===== config.mk =====
export PLATFORM = sky130hd
export DESIGN_NAME = fft_frame_scheduler
export DESIGN_NICKNAME = d
export VERILOG_FILES = /design/src/rtl/fft_frame_scheduler.sv
export SDC_FILE = /design/constraint.sdc
export NUM_CORES = 1
export LEC_CHECK = 0
export CAP_MARGIN = 20
export CORE_AREA = 2 2 229 231
export CTS_CLUSTER_DIAMETER = 80
export DETAILED_ROUTE_END_ITERATION = 16
export DIE_AREA = 0 0 231 233
export HOLD_SLACK_MARGIN = 0.02
export MAX_ROUTING_LAYER = met4
export SLEW_MARGIN = 10
export SYNTH_ARGS = -nofsm -noshare
export SYNTH_HDL_FRONTEND = slang
export SYNTH_SLANG_ARGS = --single-unit

===== constraint.sdc =====
create_clock -name clk -period 2.7 [get_ports clk]
set_input_delay 0.81 -clock clk [delete_from_list [all_inputs] [get_ports clk]]
set_output_delay 0.81 -clock clk [all_outputs]
set_load 0.02 [all_outputs]

===== src/rtl/fft_frame_scheduler.sv =====
// fft_frame_scheduler: feeds 32-beat frames into the 16-lane streaming FFT.
// Upstream beats are accepted on valid/ready and registered one cycle onto
// the FFT input. An upstream underrun zero-fills the rest of the frame, so
// the FFT always receives whole frames. Launches are limited to
// MAX_INFLIGHT frames in the FFT, and frames are separated by MIN_GAP idle
// cycles.
// Optional macro FFT_SCHED_WDOG_EN adds a watchdog. When no output beat is
// seen for WDOG_CYCLES cycles, it drops the in-flight tracking.
module fft_frame_scheduler #(
    parameter int IN_WIDTH     = 9,
    parameter int NUM          = 16,
    parameter int N            = 512,
    parameter int MAX_INFLIGHT = 2,
    parameter int MIN_GAP      = 2,
    parameter int WDOG_CYCLES  = 4096
) (
    input  logic                                clk,
    input  logic                                rst,
    input  logic                                enable,
    input  logic                                s_valid,
    output logic                                s_ready,
    input  logic                                s_sof,
    input  logic [NUM*IN_WIDTH-1:0]             s_din_i,
    input  logic [NUM*IN_WIDTH-1:0]             s_din_q,
    output logic                                fft_valid_in,
    output logic [NUM*IN_WIDTH-1:0]             fft_din_i,
    output logic [NUM*IN_WIDTH-1:0]             fft_din_q,
    input  logic                                fft_valid_out,
    output logic [$clog2(MAX_INFLIGHT+1)-1:0]   inflight,
    output logic                                frame_done,
    output logic                                busy,
    output logic                                err_underrun,
    output logic                                err_sof,
    output logic                                err_timeout,
    input  logic                                err_clr
);

    localparam int BEATS = N / NUM;
    localparam int BW    = (BEATS > 1) ? $clog2(BEATS) : 1;
    localparam int IFW   = $clog2(MAX_INFLIGHT + 1);
    localparam int GW    = (MIN_GAP > 1) ? $clog2(MIN_GAP) : 1;
    localparam int DW    = NUM * IN_WIDTH;
    localparam logic [BW-1:0] LAST_BEAT = BW'(BEATS - 1);
    localparam logic [GW-1:0] LAST_GAP  = GW'((MIN_GAP > 0) ? MIN_GAP - 1 : 0);

    typedef enum logic [1:0] {IDLE, FEED, FLUSH, GAP} state_t;

    // After beat 31 either rest for the gap or go straight back to IDLE
    localparam state_t AFTER_FRAME = (MIN_GAP > 0) ? GAP : IDLE;

    state_t          state_reg, state_next;
    logic [BW-1:0]   beat_cnt_reg, beat_cnt_next;
    logic [GW-1:0]   gap_cnt_reg, gap_cnt_next;
    logic            valid_next, load_data, launch, set_sof, set_underrun;
    logic [DW-1:0]   din_i_next, din_q_next;
    logic            valid_reg;
    logic [DW-1:0]   din_i_reg, din_q_reg;
    logic [BW-1:0]   out_cnt_reg;
    logic [IFW-1:0]  inflight_reg;
    logic            frame_done_reg, err_underrun_reg, err_sof_reg;
    logic            out_beat, complete, wdog_fire;

    // Input-side sequencing: handshake, launch decision, zero-fill and gap
    always_comb begin
        state_next    = state_reg;
        beat_cnt_next = beat_cnt_reg;
        gap_cnt_next  = gap_cnt_reg;
        s_ready       = 1'b0;
        valid_next    = 1'b0;
        load_data     = 1'b0;
        launch        = 1'b0;
        set_sof       = 1'b0;
        set_underrun  = 1'b0;
        case (state_reg)
            IDLE: begin
                s_ready = enable && (inflight_reg < IFW'(MAX_INFLIGHT));
                if (s_valid && s_ready) begin
                    if (s_sof) begin
                        launch        = 1'b1;
                        valid_next    = 1'b1;
                        load_data     = 1'b1;
                        beat_cnt_next = BW'(1);
                        state_next    = FEED;
                    end else begin
                        set_sof = 1'b1;
                    end
                end
            end
            FEED: begin
                s_ready       = 1'b1;
                valid_next    = 1'b1;
                beat_cnt_next = beat_cnt_reg + 1'b1;
                if (s_valid) begin
                    load_data = 1'b1;
                    set_sof   = s_sof;
                end else begin
                    set_underrun = 1'b1;
                end
                if (beat_cnt_reg == LAST_BEAT) begin
                    beat_cnt_next = '0;
                    state_next    = AFTER_FRAME;
                end else if (!s_valid) begin
                    state_next = FLUSH;
                end
            end
            FLUSH: begin
                valid_next    = 1'b1;
                beat_cnt_next = beat_cnt_reg + 1'b1;
                if (beat_cnt_reg == LAST_BEAT) begin
                    beat_cnt_next = '0;
                    state_next    = AFTER_FRAME;
                end
            end
            GAP: begin
                if (gap_cnt_reg == LAST_GAP) begin
                    gap_cnt_next = '0;
                    state_next   = IDLE;
                end else begin
                    gap_cnt_next = gap_cnt_reg + 1'b1;
                end
            end
            default: state_next = IDLE;
        endcase
    end

    // Per-lane data mux: pass accepted samples, zero on fill or idle beats
    genvar gi;
    generate
        for (gi = 0; gi < NUM; gi++) begin : g_lane
            assign din_i_next[gi*IN_WIDTH +: IN_WIDTH] = load_data ? s_din_i[gi*IN_WIDTH +: IN_WIDTH] : '0;
            assign din_q_next[gi*IN_WIDTH +: IN_WIDTH] = load_data ? s_din_q[gi*IN_WIDTH +: IN_WIDTH] : '0;
        end
    endgenerate

    // Sequencer state and the single registered stage towards the FFT
    always_ff @(posedge clk) begin
        if (rst) begin
            state_reg    <= IDLE;
            beat_cnt_reg <= '0;
            gap_cnt_reg  <= '0;
            valid_reg    <= 1'b0;
            din_i_reg    <= '0;
            din_q_reg    <= '0;
        end else begin
            state_reg    <= state_next;
            beat_cnt_reg <= beat_cnt_next;
            gap_cnt_reg  <= gap_cnt_next;
            valid_reg    <= valid_next;
            din_i_reg    <= din_i_next;
            din_q_reg    <= din_q_next;
        end
    end

    // Output beats only count while a frame is actually expected
    assign out_beat = fft_valid_out && (inflight_reg != '0);
    assign complete = out_beat && (out_cnt_reg == LAST_BEAT);

    // Output-side tracking: output beat counter, completions, in-flight count
    always_ff @(posedge clk) begin
        if (rst) begin
            out_cnt_reg    <= '0;
            inflight_reg   <= '0;
            frame_done_reg <= 1'b0;
        end else if (wdog_fire) begin
            out_cnt_reg    <= '0;
            inflight_reg   <= '0;
            frame_done_reg <= 1'b0;
        end else begin
            frame_done_reg <= complete;
            if (out_beat) begin
                out_cnt_reg <= complete ? '0 : out_cnt_reg + 1'b1;
            end
            if (launch && !complete) begin
                inflight_reg <= inflight_reg + 1'b1;
            end else if (!launch && complete) begin
                inflight_reg <= inflight_reg - 1'b1;
            end
        end
    end

    // Sticky error flags; a new event in the clear cycle keeps the flag set
    always_ff @(posedge clk) begin
        if (rst) begin
            err_underrun_reg <= 1'b0;
            err_sof_reg      <= 1'b0;
        end else begin
            err_underrun_reg <= set_underrun | (err_underrun_reg & ~err_clr);
            err_sof_reg      <= set_sof | (err_sof_reg & ~err_clr);
        end
    end

`ifdef FFT_SCHED_WDOG_EN
    localparam int WCW = $clog2(WDOG_CYCLES + 1);
    logic [WCW-1:0] wdog_cnt_reg;
    logic           err_timeout_reg;

    assign wdog_fire = (inflight_reg != '0) && !fft_valid_out && (wdog_cnt_reg == WCW'(WDOG_CYCLES - 1));

    // Watchdog: counts silent cycles while frames are outstanding
    always_ff @(posedge clk) begin
        if (rst) begin
            wdog_cnt_reg    <= '0;
            err_timeout_reg <= 1'b0;
        end else begin
            if ((inflight_reg == '0) || fft_valid_out || wdog_fire) begin
                wdog_cnt_reg <= '0;
            end else begin
                wdog_cnt_reg <= wdog_cnt_reg + 1'b1;
            end
            err_timeout_reg <= wdog_fire | (err_timeout_reg & ~err_clr);
        end
    end

    assign err_timeout = err_timeout_reg;
`else
    // Constant false: the watchdog is not built
    assign wdog_fire   = (WDOG_CYCLES < 0);
    assign err_timeout = 1'b0;
`endif

    assign fft_valid_in = valid_reg;
    assign fft_din_i    = din_i_reg;
    assign fft_din_q    = din_q_reg;
    assign inflight     = inflight_reg;
    assign frame_done   = frame_done_reg;
    assign busy         = (state_reg != IDLE) || (inflight_reg != '0);
    assign err_underrun = err_underrun_reg;
    assign err_sof      = err_sof_reg;

endmodule

==> results.toml <==
[hold_path]
min_path_type = "reg -> reg"
hold_depth = 2
hold_end = "beat_cnt_reg[4]"
min_from = "beat_cnt_reg[4]"

[drt]
drc = 0
vias = 7097
antenna_left = 0
routed_wl_um = 31000
drt-vias-per-instance = 3.46
drt_first_pass_iters = 4
post_drt_wl_per_cell_um = 15.1
drt-initial-drc-count = 179

[power_and_ir_drop]
p_int_mw = 8.81
pwr-share-clk_pct = 43.4
swShare_pct = 24.3
share_seq_of_total_power_pct = 41.7
leakage_nw = 6.58
power_density_nw_per_um2 = 688
ir_worst_vdd_v = 0.000374
p_total_mw = 11.6
combPwrFrac_pct = 14.9
p_switching_mw = 2.82

[setup_path]
worstPathBufferInverterCount = 2
slowest_delay_ps = 340
cp_top_family = "simple AND/OR/NAND/NOR gates"
crit_slowest_cell = "dfxtp_1"
startpoint_type = "flip-flop"
worstSetupEndpointType = "output port"
crit_required_ps = 1890
reg2reg_from = "out_cnt_reg[0]"
path_max_fanout = 4
r2r_setup_slack_ps = 580
r2r_cells = 7
cp_cell_sequence = "inv_2 > ha_1 > and3b_2 > or2_2 > buf_4"
r2r_end = "inflight[1]"
worst_ep_arrival_time_ps = 1790
crit_type = "reg -> out"

[yosys]
yosys_register_bits = 307
synth_cells = 720
yosysTopAreaCellShare_pct = 70.2
synthArstFlopShare_pct = 0
avgSynthCellArea_um2 = 12.2
synthDistinctLibCells = 38
yosysWarnings = 0
ys.flop_type = "dfxtp_1"
seq_area_frac_synth_pct = 70.2
synth_edf_count = 0
netlist_area_um2 = 8750
synth_top_cell_by_area = "dfxtp_1"
ys_top_cells_by_area = "dfxtp_1, and2_1, ha_1"
syn_nets = 1025

[finish]
num_antenna_cells = 0
nFillCells = 5154
syn_to_final_growth_pct = 93.3
num-nets-final = 1649
final_cell_mix = "clkdlybuf4s50_1, dfxtp_1, and2_1, clkbuf_16, buf_4"
drive_gt1_share_pct = 7.36
layout_commonest_cell = "clkdlybuf4s50_1"

[clocking]
cts_tree = "done"
post_cts_buffers = 0
clk_pin_slew_worst_paths_ps = 50
worstSkewPairLatency_ps = 530
cts_max_level = 2
cts_root_buf = "clkbuf_16"
cts_max_path_buffers = 3
numCtsBuffers = 39
cts.sinks = 307
holdBufCountCts = 0

[timing]
whs_ps = 461
rsz0062_at_grt = "no"
slew_viol_final = 0
relSlewSlack_pct = 65.0
worst_slew_pin_slew_ps = 521
final_hold_viol_count = 0
fin_crit_ps = 2600
finalWorstSetupSlack_ps = 101
fin_crit_sh_pct = 96.3
fin_skew_ps = 11.5
setup_viol = 0
fmaxAchievable_mhz = 385

[global_route]
overflow = 0
grt_pass1_wl_um = 43200
antenna_found_initial = 2
grt_pass1_vias = 7077
grt_max_degree = 62
track_usage_pct = 11.0

[floorplanning]
ios = 592
die_area_um2 = 53800
chipHeight_um = 233
core-area_um2 = 51100
initial_utilization_pct = 17.1
rows = 83
die_x_um = 231

[run]
maxCapViolations = 0

[place]
gp_congestion = 0.796
place_ws_ps = -494
portBuffers = 590
hpwl_um = 24500

[outcome]
status = "completed"
through the flow:
stage | instances | TNS, ps | utilization (%) | cell area [µm²]
global placement | 1983 | -3420 | 30.6 | 15600
floorplan | 720 | 0 | - | 8750
detailed placement | 1983 | -3340 | 30.6 | 15600
CTS | 2053 | 0 | 33.1 | 16900
global route | 2053 | 0 | 33.1 | 16900
finish | 2053 | 0 | 33.1 | 16900
final cells by class:
| class | count | area [µm²] | share of cell area [%] |
|---|---|---|---|
| clock buffers | 55 | 1170 | 6.91 |
| clock inverters | 15 | 118 | 0.695 |
| inverters | 3 | 11.3 | 0.0666 |
| multi-input cells | 376 | 2420 | 14.3 |
| flip-flops and latches | 307 | 6150 | 36.3 |
| well taps | 680 | 851 | 5.03 |
| repair buffers | 617 | 6200 | 36.6 |
power by group through the flow:
stage / clock network, mW / logic, mW / registers, mW
3_3_place_gp: 0 / 1.75 / 4.95
6_report: 5.05 / 1.73 / 4.86
5_1_grt: 5.41 / 1.84 / 4.88
3_5_place_dp: 0 / 1.75 / 4.96
2_1_floorplan: 0 / 0.358 / 5.24
4_1_cts: 5.23 / 1.75 / 4.86
Yosys cell counts, drive strengths merged, types with 2 or more instances:
cell and instances:
and3 4, dfxtp 307, or4b 2, a31oi 3, nand2 4, nor2b 2, nor3b 2, nor3 2
ha 10, buf 6, or3 2, nor2 9, clkbuf 28, a21oi 12, nand2b 7, nand3b 4
and2 288, xor2 2, mux2i 3, or4 2, inv 3, nand3 3, o21ai 5
routing by layer:
metal  up-vias  wire, µm  global-route usage, %
met5         -         0                      -
met4         0       749                   3.91
met3        50      2610                   3.74
met2       315     14900                   17.7
met1      3248     12800                   12.9
li1       3484         -                      -
timing repair:
action                     in CTS  in global routing
gates resized for setup         9                  2
setup endpoints to repair       2                  1
hold endpoints to repair        0                  0
cells by family after synthesis:
logic type	Yosys count	share of synthesized area (%)
DFF	307	70.2
muxes	4	0.472
and+or+nand+nor	333	23.7
xor gates and xnor gates	2	0.200
AOI/OAI and AO/OA	26	1.83
other	1	0.0428
adders and majority gates	10	1.43
buffers and inverters	37	2.10
tightest hold or removal path, cell delays in order, from the launching register on:
cell and delay [ps]:
dfxtp_1 310, nand2_1 50, a21oi_1 50
worst max-delay path by stage:
stage / start / end / slack, ps / cells past startpoint
6_report: state_reg[0] / s_ready / 100 / 5
5_1_grt: state_reg[0] / s_ready / 9 / 5
3_5_place_dp: enable / s_ready / -490 / 4
2_1_floorplan: enable / s_ready / 530 / 2
4_1_cts: state_reg[0] / s_ready / 30 / 5
3_3_place_gp: enable / s_ready / -490 / 4
(Power assumes the default switching activity.)
